`src/rtl/game_tick_sequencer_if.sv`:
```
// Start/done handshake between the tick sequencer and the game sub-units.
//   phase_start : one-cycle start pulse for the sub-unit selected by phase_id
//   phase_id    : 0 input, 1 move, 2 collide, 3 draw (held for the whole phase)
//   phase_done  : selected sub-unit has finished
//   hit         : collision result, qualified by phase_done while colliding
interface game_tick_sequencer_if;
  logic       phase_start;
  logic [1:0] phase_id;
  logic       phase_done;
  logic       hit;

  modport master (output phase_start, phase_id, input phase_done, hit);
  modport slave  (input phase_start, phase_id, output phase_done, hit);
endinterface

```
`src/rtl/game_tick_sequencer.sv`:
```
// Game frame sequencer. Each rising edge of the divided game clock starts one
// frame: input sample -> motion update -> collision check -> (wait vblank) ->
// draw, driven through a start/done handshake. Tracks game-over, score,
// ticks lost while a frame is still running, and phase timeouts.
// Ports:
//   clock, reset_n : system clock, async active-low reset
//   game_clk       : divided game clock level (async, synchronised here)
//   vblank         : VGA vertical blank level
//   run_en         : 1 run, 0 pause (only suppresses new frames)
//   restart        : one-cycle pulse, clears game state, back to idle
//   sub            : handshake to the sub-units (master side)
//   busy           : frame in progress
//   game_over      : sticky collision flag
//   score          : completed frames (saturating)
//   overrun_cnt    : ticks lost while busy (saturating)
//   timeout_err    : sticky phase-timeout flag
module game_tick_sequencer #(
  parameter int TIMEOUT = 50000,
  parameter int SCORE_W = 16,
  parameter int OVR_W   = 8
) (
  input  logic                  clock,
  input  logic                  reset_n,
  input  logic                  game_clk,
  input  logic                  vblank,
  input  logic                  run_en,
  input  logic                  restart,
  game_tick_sequencer_if.master sub,
  output logic                  busy,
  output logic                  game_over,
  output logic [SCORE_W-1:0]    score,
  output logic [OVR_W-1:0]      overrun_cnt,
  output logic                  timeout_err
);

  localparam int TW = (TIMEOUT > 2) ? $clog2(TIMEOUT) : 1;
  localparam logic [TW-1:0] TMO_LAST = TW'(TIMEOUT - 1);

  typedef enum logic [2:0] {
    S_IDLE, S_INPUT, S_MOVE, S_COLLIDE, S_WAIT_VB, S_DRAW, S_OVER
  } state_t;

  state_t               state_q, state_d;
  logic [TW-1:0]        timer_q, timer_d;
  logic                 s1_q, s2_q, s3_q;
  logic [SCORE_W-1:0]   score_q, score_d;
  logic [OVR_W-1:0]     ovr_q, ovr_d;
  logic                 go_q, go_d;
  logic                 tmo_q, tmo_d;

  logic tick, first, done_ok, tmo_hit, timed, phase_st;

  // game_clk is asynchronous: two flops to settle, third for edge detect
  assign tick    = s2_q & ~s3_q;
  // timer is cleared on every state entry, so zero marks the first cycle
  assign first   = (timer_q == '0);
  // done is not trusted in the start cycle (may be stale from the last phase)
  assign done_ok = sub.phase_done & ~first;
  assign tmo_hit = (timer_q == TMO_LAST);
  assign timed   = (state_q inside {S_INPUT, S_MOVE, S_COLLIDE, S_WAIT_VB, S_DRAW});
  assign phase_st = (state_q inside {S_INPUT, S_MOVE, S_COLLIDE, S_DRAW});

  always_ff @(posedge clock or negedge reset_n) begin
    if (!reset_n) begin
      state_q <= S_IDLE;
      timer_q <= '0;
      s1_q    <= 1'b0;
      s2_q    <= 1'b0;
      s3_q    <= 1'b0;
      score_q <= '0;
      ovr_q   <= '0;
      go_q    <= 1'b0;
      tmo_q   <= 1'b0;
    end else begin
      state_q <= state_d;
      timer_q <= timer_d;
      s1_q    <= game_clk;
      s2_q    <= s1_q;
      s3_q    <= s2_q;
      score_q <= score_d;
      ovr_q   <= ovr_d;
      go_q    <= go_d;
      tmo_q   <= tmo_d;
    end
  end

  always_comb begin
    state_d = state_q;
    score_d = score_q;
    ovr_d   = ovr_q;
    go_d    = go_q;
    tmo_d   = tmo_q;
    if (restart) begin
      // restart beats everything, including a coincident tick
      state_d = S_IDLE;
      score_d = '0;
      ovr_d   = '0;
      go_d    = 1'b0;
      tmo_d   = 1'b0;
    end else begin
      if (tick && state_q != S_IDLE && state_q != S_OVER && ovr_q != '1)
        ovr_d = ovr_q + 1'b1;
      // exit condition is checked before the timeout so a late done still wins
      unique case (state_q)
        S_IDLE:    if (tick && run_en) state_d = S_INPUT;
        S_INPUT: begin
          if (done_ok)      state_d = S_MOVE;
          else if (tmo_hit) begin state_d = S_IDLE; tmo_d = 1'b1; end
        end
        S_MOVE: begin
          if (done_ok)      state_d = S_COLLIDE;
          else if (tmo_hit) begin state_d = S_IDLE; tmo_d = 1'b1; end
        end
        S_COLLIDE: begin
          if (done_ok) begin
            if (sub.hit) begin state_d = S_OVER; go_d = 1'b1; end
            else              state_d = S_WAIT_VB;
          end else if (tmo_hit) begin state_d = S_IDLE; tmo_d = 1'b1; end
        end
        S_WAIT_VB: begin
          if (vblank)       state_d = S_DRAW;
          else if (tmo_hit) begin state_d = S_IDLE; tmo_d = 1'b1; end
        end
        S_DRAW: begin
          if (done_ok) begin
            state_d = S_IDLE;
            if (score_q != '1) score_d = score_q + 1'b1;
          end else if (tmo_hit) begin state_d = S_IDLE; tmo_d = 1'b1; end
        end
        S_OVER:    state_d = S_OVER;
        default:   state_d = S_IDLE;
      endcase
    end
    timer_d = '0;
    if (state_d == state_q && timed) timer_d = timer_q + 1'b1;
  end

  always_comb begin
    unique case (state_q)
      S_MOVE:             sub.phase_id = 2'd1;
      S_COLLIDE:          sub.phase_id = 2'd2;
      S_WAIT_VB, S_DRAW:  sub.phase_id = 2'd3;
      default:            sub.phase_id = 2'd0;
    endcase
  end

  assign sub.phase_start = phase_st & first;
  assign busy            = (state_q != S_IDLE) && (state_q != S_OVER);
  assign game_over       = go_q;
  assign score           = score_q;
  assign overrun_cnt     = ovr_q;
  assign timeout_err     = tmo_q;

endmodule

```
`src/flat_wrapper.sv`:
```
// flat-port wrapper written by rule: the top's interface ports become plain ports
module game_tick_sequencer_flat 
#(
  parameter int TIMEOUT = 50000,
  parameter int SCORE_W = 16,
  parameter int OVR_W   = 8
)
  (clock, reset_n, game_clk, vblank, run_en, restart, busy, game_over, score, overrun_cnt, timeout_err, sub_phase_start, sub_phase_id, sub_phase_done, sub_hit);
  game_tick_sequencer_if sub_i ();
  input  logic clock;
  input  logic reset_n;
  input  logic game_clk;
  input  logic vblank;
  input  logic run_en;
  input  logic restart;
  output logic busy;
  output logic game_over;
  output logic [SCORE_W-1:0] score;
  output logic [OVR_W-1:0] overrun_cnt;
  output logic timeout_err;
  output wire logic [$bits(sub_i.phase_start)-1:0] sub_phase_start;
  output wire logic [$bits(sub_i.phase_id)-1:0] sub_phase_id;
  input wire logic [$bits(sub_i.phase_done)-1:0] sub_phase_done;
  input wire logic [$bits(sub_i.hit)-1:0] sub_hit;
  assign sub_phase_start = sub_i.phase_start;
  assign sub_phase_id = sub_i.phase_id;
  assign sub_i.phase_done = sub_phase_done;
  assign sub_i.hit = sub_hit;
  game_tick_sequencer #(.TIMEOUT(TIMEOUT), .SCORE_W(SCORE_W), .OVR_W(OVR_W)) u_core (.clock(clock), .reset_n(reset_n), .game_clk(game_clk), .vblank(vblank), .run_en(run_en), .restart(restart), .sub(sub_i), .busy(busy), .game_over(game_over), .score(score), .overrun_cnt(overrun_cnt), .timeout_err(timeout_err));
endmodule
```
`config.mk`:
```
export PLATFORM = sky130hd
export DESIGN_NAME = game_tick_sequencer_flat
export DESIGN_NICKNAME = d
export VERILOG_FILES = /design/src/rtl/game_tick_sequencer_if.sv /design/src/rtl/game_tick_sequencer.sv /design/src/flat_wrapper.sv
export SDC_FILE = /design/constraint.sdc
export NUM_CORES = 1
export LEC_CHECK = 0
export BUFFER_PORTS_ARGS = -buffer_cell sky130_fd_sc_hd__buf_2
export CAP_MARGIN = 20
export CELL_PAD_IN_SITES_DETAIL_PLACEMENT = 1
export CELL_PAD_IN_SITES_GLOBAL_PLACEMENT = 1
export CORE_ASPECT_RATIO = 0.75
export CORE_UTILIZATION = 45
export DETAILED_ROUTE_END_ITERATION = 10
export GPL_ROUTABILITY_DRIVEN = 0
export PLACE_DENSITY = 0.83
export SKIP_LAST_GASP = 1
export SLEW_MARGIN = 20
export SYNTH_ARGS = -nofsm -noshare
export SYNTH_HDL_FRONTEND = slang
export SYNTH_SLANG_ARGS = --single-unit
```
`constraint.sdc`:
```
create_clock -name clock -period 2.7 [get_ports clock]
set_input_delay 0 -clock clock [delete_from_list [all_inputs] [get_ports clock]]
set_output_delay 0 -clock clock [all_outputs]
set_load 0.02 [all_outputs]
```
# Word-level counts from Yosys, hierarchy flattened
# Index checks and enable logic that the tools add are counted.
# word_totals
ff_bits	48
in_bits	8
out_inout_bits	30
word_cells	80
# op_classes
n_addsub	3
n_eq_ne	13
muxes	27
bitwise	5
reduce_logical	23
# ops
cell	count
$mux W16	5
$add A16 B1 Y16 const B	2
$mux W3	8
$pmux W3 S7	1
$eq A16 B16 Y1 const B	1
$logic_not A16 Y1	1
$mux W8	2
$ne A16 B16 Y1 const B	1
$reduce_bool A2 Y1	6
$eq A3 B3 Y1 const B	3
$ne A3 B3 Y1 const B	3
$reduce_and A3 Y1	3
$add A8 B1 Y8 const B	1
$mux W1	8
$ne A8 B8 Y1 const B	1
$eq A3 B2 Y1 const B	2
$logic_and A1 B1 Y1	6
$pmux W2 S3	1
$reduce_bool A3 Y1	2
$reduce_bool A5 Y1	1
$reduce_bool A4 Y1	1
$reduce_or A4 Y1	1
$and A1 B1 Y1	3
$eq A3 B1 Y1 const B	1
other kinds (6)	7

# Longest topological paths before layout
# depth
depth_word	9
mapped_depth	8
mapped_depth_nobuf	7

# Worst setup path before layout
# No wires, ideal clock.
# synth_timing
path_kind	flip-flop to flip-flop
startpoint	register u_core.timer_q[11]
endpoint	register u_core.timer_q[10]
arrival_time_ps	2036
slack_ps	516
path_stages_with_launch	7
path_buffers	1
path_cell_list	dfrtp_1 -> or4_4 -> or4_4 -> a31oi_4 -> o32a_4 -> buf_12 -> nor4_2
# synth_via
elab_chain_len	9
elab_cells_between_ends	15
# synth_rtl
item	line_no	rtl
start, declared	game_tick_sequencer.sv:44	logic [TW-1:0] timer_q, timer_d;
start signal, assigned	game_tick_sequencer.sv:76	timer_q <= timer_d;
$logic_not A16 Y1	game_tick_sequencer.sv:56	assign first = (timer_q == '0);
$not A1 Y1	game_tick_sequencer.sv:58	assign done_ok = sub.phase_done & ~first;
$and A1 B1 Y1	game_tick_sequencer.sv:58	
$mux W3, on equally long branches	n/a	
$pmux W3 S7 (*)	game_tick_sequencer.sv:104	unique case (state_q)
$mux W3 (*)	game_tick_sequencer.sv:93	if (restart) begin
$eq A3 B3 Y1 (*)	game_tick_sequencer.sv:135	if (state_d == state_q && timed) timer_d = timer_q + 1'b1;
$logic_and A1 B1 Y1 (*)	game_tick_sequencer.sv:135	
$mux W16 (*)	game_tick_sequencer.sv:135	
named net u_core.timer_d[10]	game_tick_sequencer.sv:44	
# Mark *: on every way through the listed nets, which the timed path passes. The rest lies on a longest branch.
# A chain may end at the register's enable or synchronous reset.

# Final worst setup path
# layout_timing
startpoint	register u_core.timer_q[10]
endpoint	register u_core.timer_q[8]
# Same word-level chain as after synthesis.

==> summary.md <==
| Metric | Value |
|---|---|
| Placed cell count | `399` |
| Cell count after synthesis | `around 300` |
| Setup TNS | `0 ps` |
| CTS Root Cell | `clkbuf_8` |
| CTS buffer count | `5` |
| Input/output buffers | `37` |
| RSZ-0062 raised after global routing | `no` |
| Post-Syn Area per Cell | `about 9.7 um2` |
| Synth cell types | `51` |
| Pwr/cell area | `413 nW/um2` |
| Grt total ovfl | `0` |
| Synth async-reset ratio | `100%` |
| Worst R2R Start | `u_core.timer_q[10]` |
| Clock Skew | `between 7 and 8 ps` |
| Worst hold path class | `in -> reg` |
| Top-count cell post-synth | `dfrtp_1` |
| Number of H-tree levels | `2` |
| Placed inst area | `3090 um2` |
| Finished Core Util | `a little over half` |
| Final period util | `just over 90%` |
| Top-level I/O count | `38` |
| Vias per Instance | `5.91` |
| Initial antenna violation count | `0` |
| Syn Std Cell Area | `approximately 2900 um2` |
| Max VDD drop | `approximately 0.24 mV` |
| CP endpoint | `u_core.timer_q[8]` |
| Crit path DAT | `about 2600 ps` |
| Terminus of the critical flop-to-flop path | `u_core.timer_q[8]` |
| DIE HEIGHT | `71 um` |
| Syn-to-layout area delta | `12.9%` |
| Worst-path fanout max | `16` |
| Worst Reg-to-Reg Cells | `6` |
| Clk_lat worst skew | `approximately 300 ps` |
| Critical Path RT | `~2900 ps` |
| CP Launch Point | `u_core.timer_q[10]` |
| Post-layout power | `approximately 0.0013 W` |
| Final setup vio count | `0` |
| Initial core utilization | `a little under half` |
| Clk buf depth | `2` |
| Ratio of cells with drive above 1 in the final layout | `about 23%` |
| Fmax | `slightly above 400 MHz` |
| Global-route wire length before repair | `12.4 mm` |
| Post-synth top cells | `dfrtp_1 (48), nor2_1 (24), nand2_1 (20)` |
| Largest cells by area after synthesis | `dfrtp_1 (42%), nor4_2 (5.3%), xnor2_1 (4.9%)` |
| Final ANT Viol Nets | `0` |
| Kind of critical path | `reg -> reg` |
| Syn Nets | `just over 300` |
| Vias in the first global route | `2423` |
| Yosys Warn Count | `0` |
| R2R setup slack | `between 200 and 250 ps` |
| Detailed Route Iter0 Violations | `around 120` |
| Clk sink count | `48` |
| Setup crit end kind | `flip-flop` |
| Post-synth EDFFs | `0` |
| #FFs+latches synth | `48` |
| Via count | `2422` |
| Sequential share of the synthesized area | `between 40% and 50%` |
| Post-CTS Setup Bufs | `0` |
| Final Non-Filler Cells | `between 400 and 500` |
| # nets final | `roughly 340` |
| Detailed-route wire length per cell | `17.9 um` |
| Ys flop type | `dfrtp_1` |
| Hpwl dp | `between 5 and 6 mm` |
| Post-synth top area cell | `dfrtp_1` |
| Yosys top cell area share | `between 40% and 50%` |
| Die area | `roughly 6700 um2` |
| Worst rel slew slack | `46.2%` |
| Drt drc | `0` |
| Global Route Usage Sum | `between 20% and 30%` |
| Drt first pass iters | `4` |
| Final Hold Viols | `0` |
| Die Wd | `94 um` |
| Worst-margin pin slew | `approximately 810 ps` |
| Largest net degree at the start of global routing | `35` |
| Post-cts resize count | `0` |
| Core ar. | `roughly 6000 um2` |
| Setup crit start kind | `flip-flop` |
| Max Slew Vio Count | `0` |
| Diode count | `0` |
| Row count | `24` |
| Post-Route WL | `approximately 7.3 mm` |
| Leak | `~1.3 nW` |
| CTS Hold Bufs | `3` |
| Final Critical Period | `2480 ps` |
| Status | `complete, no violations` |
| Max-cap viol count | `0` |
| Design Area, Final | `3230 um2` |
| Clk slew on worst S/H paths | `90 ps` |
| TritonCTS clock tree | `built` |
[layer usage]
layer	vias to the layer above	wire, um	track usage (%)
met5	-	0	0
met4	0	38	7.52
met3	2	228	4.84
met2	42	3490	38.0
met1	1227	3570	33.1
li1	1151	-	-
[cells in the final DEF (no fill, tap or decap), drive strengths merged, types with 2 or more instances in the layout]
master,instances
a211oi,2
a21oi,18
a31oi,2
a41oi,2
and3,5
buf,43
clkbuf,6
dfrtp,48
dlygate4sd3,3
ha,4
inv,12
nand2,20
nand2b,3
nand3,17
nand4,13
nor2,24
nor2b,4
nor3,7
nor4,26
o211ai,4
o21ai,10
o31ai,3
o32ai,2
or3,10
or4,6
xnor2,16
xor2,7
[critical path, stage by stage, from the launching register on]
cell and delay, ps:
dfrtp_1 450, or4_4 550, nor4_2 550, nor2_1 210
a21oi_4 190, buf_4 280, nor4_2 80
[stage by stage]
stage,hold slack [ps],setup slack [ps]
2_1_floorplan,-296,516
5_1_grt,202,77.6
3_5_place_dp,110,280
4_1_cts,178,207
6_report,189,224
3_3_place_gp,109,361
[flip-flops by register name, summed over array words and instances, names as in the netlist]
register            cells
u_core.score           16
u_core.timer_q         16
u_core.overrun_cnt      8
u_core.state_q          3
u_core.game_over        1
u_core.s1_q             1
u_core.s2_q             1
u_core.s3_q             1
u_core.timeout_err      1
[cells by family after synthesis]
group,synth area share (%)
AND/OR/NAND/NOR,30.0
AO/OA/AOI/OAI,13.4
flip-flops,42.0
buffers and inverters,4.95
XOR/XNOR,7.05
adder cells (fa/ha/maj),1.75
multiplexers,0.745
[worst min-delay path by stage]
stage                     startpoint                 to  cells past startpoint
after global placement      game_clk        u_core.s1_q                      1
after CTS                     vblank  u_core.state_q[2]                      5
final                         vblank  u_core.state_q[2]                      5
after detailed placement    game_clk        u_core.s1_q                      1
after floorplan              reset_n   u_core.game_over                      0
after global routing          vblank  u_core.state_q[2]                      5
[power by group]
group | leakage [nW] | switching, W | internal [W]
Sequential | 0.663 | 0.00000441 | 0.000722
Clock | 0.0552 | 0.000248 | 0.000275
Combinational | 0.610 | 0.0000610 | 0.0000228
Total | 1.33 | 0.000314 | 0.00102
[layout make-up]
class	instances	area [um2]
inverter	12	45.0
timing repair buffer	46	260
multi-input combinational	218	1510
clock buffer	6	72.6
tap	78	97.6
clock inverter	2	35.0
fill	706	2750
sequential	48	1200
No activity file was read; power rests on OpenSTA's default activity.
